==> src/rtl/sram_req_ctrl.sv <==
// Request front-end for a single-port SRAM macro: issues RW0 accesses on a valid/ready
// handshake, captures read data in the one cycle it is valid, and returns in-order responses.
module sram_req_ctrl #(
  parameter int ADDR_W     = 12,
  parameter int DATA_W     = 32,
  parameter int MASK_W     = DATA_W / 8,
  parameter int RESP_DEPTH = 4
) (
  input  logic              clock,
  input  logic              reset_n,
  input  logic              req_valid,
  output logic              req_ready,
  input  logic              req_write,
  input  logic [ADDR_W-1:0] req_addr,
  input  logic [MASK_W-1:0] req_mask,
  input  logic [DATA_W-1:0] req_data,
  output logic              resp_valid,
  input  logic              resp_ready,
  output logic              resp_write,
  output logic [DATA_W-1:0] resp_data,
  output logic [ADDR_W-1:0] sram_addr,
  output logic              sram_en,
  output logic              sram_wmode,
  output logic [MASK_W-1:0] sram_wmask,
  output logic [DATA_W-1:0] sram_wdata,
  input  logic [DATA_W-1:0] sram_rdata
);

  localparam int PTR_W = $clog2(RESP_DEPTH);
  localparam int CNT_W = $clog2(RESP_DEPTH + 1);

  logic [CNT_W-1:0]  count;
  logic [PTR_W-1:0]  rd_ptr;
  logic [PTR_W-1:0]  wr_ptr;
  logic              vld_p1;
  logic              wr_p1;
  logic [DATA_W-1:0] fifo_data  [RESP_DEPTH];
  logic              fifo_write [RESP_DEPTH];
  logic [CNT_W:0]    credit_used;
  logic              fire;
  logic              push;
  logic              pop;
  logic              empty;

  function automatic logic [PTR_W-1:0] ptr_inc(input logic [PTR_W-1:0] p);
    return (p == PTR_W'(RESP_DEPTH - 1)) ? '0 : p + PTR_W'(1);
  endfunction

  // The inflight slot holds a credit so a capture can never find the FIFO full.
  assign credit_used = {1'b0, count} + (CNT_W + 1)'(vld_p1);
  assign req_ready   = reset_n && (credit_used < (CNT_W + 1)'(RESP_DEPTH));
  assign fire        = req_valid && req_ready;

  assign sram_en    = fire;
  assign sram_wmode = fire && req_write;
  assign sram_addr  = req_addr;
  assign sram_wdata = req_data;
  assign sram_wmask = req_write ? req_mask : '0;

  assign empty      = (count == '0);
  assign resp_valid = reset_n && !empty;
  assign resp_write = !empty && fifo_write[rd_ptr];
  assign resp_data  = empty ? '0 : fifo_data[rd_ptr];

  assign push = vld_p1;
  assign pop  = resp_valid && resp_ready;

  // ---- p0 -> p1: access issued to the macro, await its single valid rdata cycle ----
  always_ff @(posedge clock) begin
    if (!reset_n) vld_p1 <= 1'b0;
    else          vld_p1 <= fire;
  end

  always_ff @(posedge clock) begin
    wr_p1 <= req_write;
  end

  // ---- p1 -> FIFO: capture rdata (or a write ack) in request order ----
  always_ff @(posedge clock) begin
    if (!reset_n) begin
      count  <= '0;
      rd_ptr <= '0;
      wr_ptr <= '0;
    end else begin
      if (push) wr_ptr <= ptr_inc(wr_ptr);
      if (pop)  rd_ptr <= ptr_inc(rd_ptr);
      case ({push, pop})
        2'b10:   count <= count + CNT_W'(1);
        2'b01:   count <= count - CNT_W'(1);
        default: count <= count;
      endcase
    end
  end

  always_ff @(posedge clock) begin
    if (push) begin
      fifo_data[wr_ptr]  <= wr_p1 ? '0 : sram_rdata;
      fifo_write[wr_ptr] <= wr_p1;
    end
  end

endmodule

==> config.mk <==
export PLATFORM = sky130hd
export DESIGN_NAME = sram_req_ctrl
export DESIGN_NICKNAME = d
export VERILOG_FILES = /design/src/rtl/sram_req_ctrl.sv
export SDC_FILE = /design/constraint.sdc
export NUM_CORES = 1
export LEC_CHECK = 0
export ABC_CLOCK_PERIOD_IN_PS = 3500
export CAP_MARGIN = 0
export CORE_ASPECT_RATIO = 0.7
export CORE_MARGIN = 3
export CORE_UTILIZATION = 50
export DETAILED_ROUTE_END_ITERATION = 16
export PLACE_DENSITY = 0.82
export SYNTH_ARGS = -nofsm -noshare
export SYNTH_HDL_FRONTEND = slang
export SYNTH_SLANG_ARGS = --single-unit
==> constraint.sdc <==
create_clock -name clock -period 3.5 [get_ports clock]
set_clock_uncertainty 0.05 [all_clocks]
set_input_delay 0.35 -clock clock [delete_from_list [all_inputs] [get_ports clock]]
set_output_delay 0.35 -clock clock [all_outputs]
set_load 0.005 [all_outputs]
==> results of run 1 <==
-- metrics by stage --
| stage | power (mW) | area [um2] | std cells | setup WS, ns |
|---|---|---|---|---|
| 4_1_cts | 4.17 | 7300 | 564 | 0.497 |
| 2_1_floorplan | 2.29 | 6100 | 349 | 1.46 |
| 6_report | 4.13 | 7300 | 564 | 0.572 |
| 3_3_place_gp | 2.48 | 6740 | 532 | 0.912 |
| 5_1_grt | 4.28 | 7300 | 564 | 0.421 |
| 3_5_place_dp | 2.49 | 6740 | 532 | 0.871 |
-- cells in the mapped netlist --
cell type / n / area share, %
a21boi_0: 1 / 0.12
a31oi_1: 1 / 0.10
and2_1: 13 / 1.3
and3_1: 1 / 0.10
buf_2: 3 / 0.25
buf_4: 44 / 5.4
buf_6: 4 / 0.74
clkbuf_1: 8 / 0.49
dfxtp_1: 11 / 3.6
edfxtp_1: 132 / 65
fa_1: 1 / 0.33
ha_1: 6 / 1.2
inv_1: 6 / 0.37
mux2i_1: 1 / 0.16
mux4_2: 33 / 12
nand2_1: 3 / 0.18
nand2b_1: 1 / 0.10
nand3_1: 1 / 0.082
nor2_1: 1 / 0.061
nor2b_1: 67 / 6.9
nor3_1: 1 / 0.082
nor3_2: 1 / 0.16
o211ai_1: 1 / 0.12
o21a_1: 1 / 0.12
o21ai_0: 2 / 0.16
o31ai_1: 2 / 0.25
or3_1: 1 / 0.10
xnor2_1: 1 / 0.14
xor2_1: 1 / 0.14
-- area by class of cell --
| type | count | area, um2 |
|---|---|---|
| clock buffers | 20 | 437 |
| multi-input cells | 141 | 1490 |
| clock inverters | 12 | 120 |
| well taps | 157 | 196 |
| flip-flops and latches | 143 | 4190 |
| repair buffers | 85 | 853 |
| inverters | 6 | 22.5 |
| fillers | 842 | 4510 |
-- routing by layer --
layer  GRT usage, %  vias to the layer above  wire (um)
li1               -                     1344          -
met1           22.1                     1476       4730
met2           25.8                      135       5140
met3           7.47                       22        928
met4           6.38                        0        189
met5              0                        -          0
-- critical path: stages (launching register included) --
cell,delay (ns)
dfxtp_2,0.67
buf_12,0.27
mux4_2,0.54
nor2b_1,0.17
clkdlybuf4s50_1,0.47
-- final timing paths --
check                         startpoint               endpoint  cells after the start
setup reg to reg   count[0]$_SDFFE_PN0P_  count[2]$_SDFFE_PN0P_                     10
setup / recovery                    flop           resp_data[0]                      4
hold / removal                 req_write          wr_p1$_DFF_P_                      1
hold reg to reg   rd_ptr[0]$_SDFFE_PN0N_                   flop                      2
-- sequential cells by signal, summed over array words and instances (netlist names), named ones only --
signal and cells:
fifo_data 128, fifo_write 4, count 3, rd_ptr 2, wr_ptr 2, push 1
wr_p1 1
-- cell families (layout without fill, tap and decap cells) --
group | count (synthesis) | count (layout) | share of synthesized area, %
flip-flops | 143 | 143 | 68.6
AND/OR/NAND/NOR | 90 | 90 | 9.09
buffers and inverters | 65 | 123 | 7.26
multiplexers | 34 | 34 | 12.3
AO/OA/AOI/OAI | 8 | 8 | 0.882
adder cells (fa/ha/maj) | 7 | 7 | 1.56
XOR/XNOR | 2 | 2 | 0.287
-- power by group through the flow --
stage	clock network (mW)	logic, mW	registers [mW]
2_1_floorplan	0	0.321	1.96
3_3_place_gp	0	0.493	1.99
3_5_place_dp	0	0.504	1.99
4_1_cts	1.71	0.509	1.96
5_1_grt	1.78	0.542	1.96
6_report	1.67	0.498	1.95
==> summary.txt, run 1 <==
Min-delay worst type - input port to flop
CP endpoint kind - output port
Commonest non-fill, non-tap cell in the layout - edfxtp_1
First-pass DRT Iterations - 4
Die ar. - 13600 um2
CTS Root Cell - clkbuf_16
Flop pwr share - 47.4%
Vias in the first global route - 3181
Worst-path clk slew - 0.06 ns
Cell variety after synth - 29
H-tree Lvls - 4
Worst-Margin Slew - 0.942 ns
Min Hold Slack - 0.438 ns
Reg2reg setup slack - 1.13 ns
Setup Viol. Count Final - 0
Final Hold Violating Endpoints - 0
Net Switching - 0.872 mW
Die X - 138 um
# hold bufs at CTS - 0
Commonest cells after routing, fill and taps aside - edfxtp_1 (132), clkdlybuf4s50_1 (81), nor2b_1 (67)
RSZ-0062 raised after global routing - no
Critical-path maximum fanout - 20
Post-synthesis sequential area ratio - 68.6%
IO Pins - 170
Vias/cell - 5.28
Clock sink total - 143
DP HPWL - 6670 um
Rows - 33
Total negative setup slack - 0 ns
Worst Path Arrival - 2.53 ns
Diodes inserted - 0
Synthesis-stage register bit count - 143
Detailed Route WL - 11000 um
CTS resizes - 0
Tcrit/Tclk final - 83.7%
Initial Util - 51.7%
Max cap viols - 0
Clock latency on the worst-skew pair - 0.41 ns
Mapped Cells - 349
Logic pwr share - 12.1%
RePlAce Congestion - 0.707
CTS tree - yes
Crit Path Category - flop to output port
Post-route ant nets - 0
Crit path time final - 2.93 ns
GRT Util Overall - 17.0%
Leakage Power - 2.35 nW
Max Root-Sink Buffers - 2
Sw Share - 21.1%
Die Y - 98.4 um
First-pass GRT wire length - 17300 um
P per Cell Area - 565 nW/um2
WP data required - 3.10 ns
Cts bufs inserted - 17
Slew Limit Headroom - 37.2%
Clock power frac - 40.5%
WL per Instance - 19.5 um
Pint - 3.25 mW
Mean Syn Cell Area - 17.5 um2
Congestion Overflow GR - 0
DR vias - 2977
Mapped Area - 6100 um2
Largest net degree at the start of global routing - 35
Slew Limit Fails - 0
# DRC - 0
Crit path launch type - flop
Syn_nets - 441
Initial detailed-routing violation count - 219
Core Area - 11800 um2
Maximum vdd drop - 0.370 mV
Initial antenna violation count - 0
Layout cells sized above 1 - 17.4%
Outcome - finished, final reports clean
Max Clk Rate - 0.342 GHz
Buffers added on ports - 81
Post-layout util - 61.8%
Final Net Count - 486
Yosys Warn Count - 0
Area delta synth->final - 19.7%
Post-CTS setup buffers - 0
(Power assumes the default switching activity.)
==> run 2, diff against run 1 <==
ABC_CLOCK_PERIOD_IN_PS = 2700   (was 3500)
CORE_UTILIZATION = 48   (was 50)
PLACE_DENSITY = 0.79   (was 0.82)
clock period = 2.7 ns   (was 3.5 ns; I/O delays follow)
==> run 2 against run 1 <==
  * Sequential share of layout area decreased by 0.61 points
  * Register-to-register slack got worse by 0.44 ns
  * Routed wire length increased by 0.51%
  * Via count up 2.8%
  * Flip-flop and latch count stayed put
  * Non-clock buffer count is 6 higher
  * Count of clock-buffer cells in the layout rose by 3
==> summary.txt, run 2 (same netlist as run 1, synthesis figures left out) <==
Final Net Count - 492 (+1.2%)
DR WL met2 - 5210 um (+1.4%)
Min-delay worst type - input port to flop
Leakage Power - 2.40 nW (+1.8%)
Cts bufs inserted - 17 (unchanged)
Critical-path cell list - buf_4, mux4_2, nor2b_1, clkdlybuf4s50_1
Worst Path Arrival - 2.23 ns (-0.30 ns)
Crit path launch type - flop
Commonest non-fill, non-tap cell in the layout - edfxtp_1
Rows - 33 (unchanged)
Total negative setup slack - 0 ns (unchanged)
Core Area - 12100 um2 (+2.1%)
Maximum vdd drop - 0.471 mV (+27%)
RSZ-0062 raised after global routing - no
RePlAce Congestion - 0.772 (+9.2%)
Vias/cell - 5.38 (+1.9%)
Slew Limit Fails - 0 (unchanged)
Detailed Route WL - 11000 um (+0.51%)
Congestion Overflow GR - 0 (unchanged)
Die ar. - 14100 um2 (+3.9%)
GRT Util Overall - 16.7% (-0.28 points)
Overall power - 5.51 mW (+34%)
P per Cell Area - 747 nW/um2 (+32%)
Setup Viol. Count Final - 0 (unchanged)
Max reg flops - 128 (unchanged)
Critical-path maximum fanout - 16 (-20%)
Max Clk Rate - 0.391 GHz
H-tree Lvls - 4 (unchanged)
Outcome - finished, final reports clean
Reg2reg setup slack - 0.69 ns (-0.44 ns)
DP HPWL - 6840 um (+2.6%)
CTS Root Cell - clkbuf_16
Post-route ant nets - 0 (unchanged)
Clock latency on the worst-skew pair - 0.41 ns (about the same)
Post-layout util - 61.2% (-0.61 points)
Max cap viols - 0 (unchanged)
Largest net degree at the start of global routing - 37 (+5.7%)
Biggest register - fifo_data
Place WS - 0.252 ns (-0.619 ns)
Initial detailed-routing violation count - 177 (-19%)
WP data required - 2.38 ns (-0.72 ns)
Crit path time final - 2.55 ns
Max Root-Sink Buffers - 2 (unchanged)
Clock sink total - 143 (unchanged)
First-pass GRT wire length - 17600 um (+1.5%)
Wl on met1 - 4740 um (+0.34%)
Initial antenna violation count - 0 (unchanged)
Final Hold Violating Endpoints - 0 (unchanged)
Tcrit/Tclk final - 94.6%
Crit Path Category - flop to output port
DR vias - 3059 (+2.8%)
First-pass DRT Iterations - 4 (unchanged)
Die X - 141 um (+2.0%)
IO Pins - 170 (unchanged)
Commonest cells after routing, fill and taps aside - edfxtp_1 (132), clkdlybuf4s50_1 (81), nor2b_1 (67)
Diodes inserted - 0 (unchanged)
Top Metal Used - met4
# DRC - 0 (unchanged)
Slew Limit Headroom - 38.4% (+1.3 points)
Critical-path top delay cell - mux4_2
Worst-path clk slew - 0.05 ns (about the same)
CTS tree - yes
Vias in the first global route - 3335 (+4.8%)
WL met3 - 813 um (-12%)
Post-CTS setup buffers - 0 (unchanged)
CP endpoint kind - output port
CP peak stage delay - 0.56 ns (-0.11 ns)
Buffers added on ports - 81 (unchanged)
Initial Util - 50.6% (-1.1 points)
WL per Instance - 19.4 um (-0.37%)
Die Y - 100 um (+1.9%)
Area delta synth->final - 21.0%
Largest registers - fifo_data x128, fifo_write x4, count x3
Fin worst setup slack - 0.146 ns (-0.426 ns)
Worst-Margin Slew - 0.924 ns (-0.0189 ns)
Layout cells sized above 1 - 17.7% (+0.27 points)
Critical path buffers and inverters - 2 (unchanged)
CP delay by family, top - buffers and inverters
==> run 2: worst register-to-register path, cell delays in order (launching register included) <==
cell      delay, ns
dfxtp_1        0.46
nor3_4         0.07
nor2b_1        0.15
and2_1         0.14
ha_1           0.18
inv_1          0.06
fa_1           0.37
xor2_1         0.16
o211ai_1       0.16
o31ai_1        0.09
==> run 2: worst paths after layout <==
check,start,to,cells past startpoint
worst max-delay path,flop,resp_data[19],4
worst min-delay path,req_write,wr_p1$_DFF_P_,1
worst max register to register,count[0]$_SDFFE_PN0P_,count[2]$_SDFFE_PN0P_,9
worst min register to register,rd_ptr[0]$_SDFFE_PN0N_,flop,2
==> run 2: routing by layer <==
layer | vias to the layer above | global-route usage (%)
met3 | 36 | 6.43
met5 | - | 0
met2 | 109 | 26.2
met4 | 0 | 6.55
li1 | 1356 | -
met1 | 1558 | 21.4
==> run 2: layout make-up <==
| class | count | area [um2] |
|---|---|---|
| Clock buffer | 23 | 448 |
| Clock inverter | 8 | 139 |
| Inverter | 6 | 22.5 |
| Timing Repair Buffer | 91 | 902 |
| Sequential cell | 143 | 4190 |
| Tap cell | 157 | 196 |
| Fill cell | 864 | 4680 |
| Multi-Input combinational cell | 141 | 1490 |
==> run 2: where the power goes <==
| part | internal [mW] | switching [mW] |
|---|---|---|
| Combinational | 0.387 | 0.272 |
| Clock | 1.53 | 0.800 |
| Sequential | 2.48 | 0.0382 |
| Total | 4.40 | 1.11 |
==> run 2: metrics by stage <==
stage / hold slack [ns] / cell area [um2] / cells
4_1_cts: 0.352 / 7380 / 569
5_1_grt: 0.386 / 7380 / 569
6_report: 0.365 / 7380 / 569
2_1_floorplan: 0.248 / 6100 / 349
3_5_place_dp: 0.469 / 6790 / 538
3_3_place_gp: 0.450 / 6790 / 538
==> run 2: timing repair <==
item                       4_1_cts  5_1_grt
hold buffers                     0        0
setup endpoints to repair        0        2
resized for setup                0        1
==> variant: new RTL, config.mk and constraints of run 1 <==
Set the parameter `DATA_W` to 16 (it was 32).
--- a/src/rtl/sram_req_ctrl.sv
+++ b/src/rtl/sram_req_ctrl.sv
@@ -2,7 +2,7 @@
 // handshake, captures read data in the one cycle it is valid, and returns in-order responses.
 module sram_req_ctrl #(
   parameter int ADDR_W     = 12,
-  parameter int DATA_W     = 32,
+  parameter int DATA_W     = 16,
   parameter int MASK_W     = DATA_W / 8,
   parameter int RESP_DEPTH = 4
 ) (
Ports: changed (6 resized); port bits go from 170 to 102. No check against the original RTL was run, so the function may have changed too.
==> variant against run 1 <==
Synthesized area down 43%. Combinational power decreased by 43%. Routed wire length down 48%. Total power decreased by 52%. Final area fell by 45%. Sequential power is 45% lower. Count of clock-buffer cells in the layout down 9. Global-route usage decreased by 1.8 points. Setup slack improved by 0.29 ns. Final cell count down 41%. Synthesized cell count is 40% lower. Register-to-register slack better by 0.30 ns. Sequential cell count fell by 64. Hold slack improved by 0.038 ns. Critical path type unchanged.
==> variant: results (changes against run 1) <==
| Metric | Value |
|---|---|
| Sequential area share after synthesis | 64.9% (was 68.6%) |
| DP Worst Slack | 0.897 ns (was 0.871 ns) |
| Layout net count | 293 (was 486) |
| Max_slew headroom | 37.2% (about the same) |
| HPWL after DPL | 3.73 mm (was 6.67 mm) |
| M2 GR Usage | 26.2% (was 25.8%) |
| Max VDD drop | 0.234 mV (was 0.370 mV) |
| Avg Vias per Cell | 5.11 (was 5.28) |
| Clk root buf | clkbuf_8 (was clkbuf_16) |
| Initial antenna violation count | 0 (unchanged) |
| Clk_lat worst skew | 0.34 ns (was 0.41 ns) |
| Leak | 1.34 nW (was 2.35 nW) |
| EDFF count, synth | 68 (was 132) |
| Largest net degree at the start of global routing | 21 (was 35) |
| Most instantiated cells after synthesis | edfxtp_1 (68), buf_4 (28), nor2b_1 (27) (was edfxtp_1 (132), nor2b_1 (67), buf_4 (44)) |
| RePlAce Congestion | 0.726 (was 0.707) |
| Number of DRC violations after detailed-routing iteration 0 | 82 (was 219) |
| Area contributors post-synth | edfxtp_1 (59%), mux4_2 (6.5%), dfxtp_1 (6.3%) (was edfxtp_1 (65%), mux4_2 (12%), nor2b_1 (6.9%)) |
| H-tree depth | 3 (was 4) |
| Ys Warns | 0 (unchanged) |
| Max FO, Critical Path | 17 (was 20) |
| TritonCTS Buffers | 9 (was 17) |
| Worst path arrival time | 2.24 ns (was 2.53 ns) |
| Outcome | complete, no violations (unchanged) |
| Pre-antenna DRT Iters | 4 (unchanged) |
| Met3 Use GR | 5.59% (was 7.47%) |
| Share of post-route cells with drive strength above 1 | 11.3% (was 17.4%) |
| Gr usage total | 15.2% (was 17.0%) |
| Post-synth cell types | 32 (was 29) |
| Syn_nets | 269 (was 441) |
| Drt wl/cell | 17.1 µm (was 19.5 µm) |
| PostCTS Resize Cnt | 0 (unchanged) |
| First-pass GRT wire length | 8.88 mm (was 17.3 mm) |
| Main synth FF type | edfxtp_1 (unchanged) |
| Vias in the first global route | 1,751 (was 3,181) |
| Number of I/O port buffers | 45 (was 81) |
| Met1 GRT Util | 18.2% (was 22.1%) |
| Largest regs | fifo_data (64), fifo_write (4), count (3) (was fifo_data (128), fifo_write (4), count (3)) |
[variant: final cells by class]
type / instances / area, µm²
tap: 91 / 114
clock inverter: 5 / 51.3
sequential: 79 / 2260
clock buffer: 11 / 131
timing repair buffer: 48 / 473
inverter: 6 / 22.5
fill: 495 / 2490
multi-input combinational: 91 / 937
[variant: worst paths after layout]
kind / startpoint / to / slack, ns / depth (start not counted)
min reg2reg: rd_ptr[0]$_SDFFE_PN0N_ / register / 0.49 / 2
min: req_write / wr_p1$_DFF_P_ / 0.48 / 1
max reg2reg: count[0]$_SDFFE_PN0P_ / count[2]$_SDFFE_PN0P_ / 1.43 / 9
max: register / resp_data[11] / 0.86 / 3
[variant: cells by family (layout without fill, tap and decap cells)]
kind of cell    Yosys count  in the layout  share of synthesized area (%)
simple gates             56             56                           10.1
flops                    79             79                           64.9
xor+xnor                  2              2                          0.503
compound gates            8              8                           1.54
buf+inv                  41             70                           8.19
fa+ha+maj                 7              7                           2.73
mux                      18             18                           12.0
[variant: power by group]
part           switching [mW]  total, mW  internal, mW
sequential             0.0213       1.07          1.05
combinational           0.110      0.283         0.173
clock                   0.298      0.623         0.325
[variant: critical path, stage by stage (launching register included)]
cell	delay (ns)
dfxtp_1	0.84
mux4_2	0.33
nor2b_1	0.19
clkdlybuf4s50_1	0.54
[variant: per-stage QoR]
step	cell area, µm²	cells
finish	3990	331
global route	3990	331
CTS	3990	331
global placement	3810	315
floorplan	3480	211
detailed placement	3810	315
[variant: layer usage]
layer,part of all wire (%),vias up
li1,-,793
met1,45,826
met2,48,54
met3,5.4,19
met4,1.6,0
met5,0,-
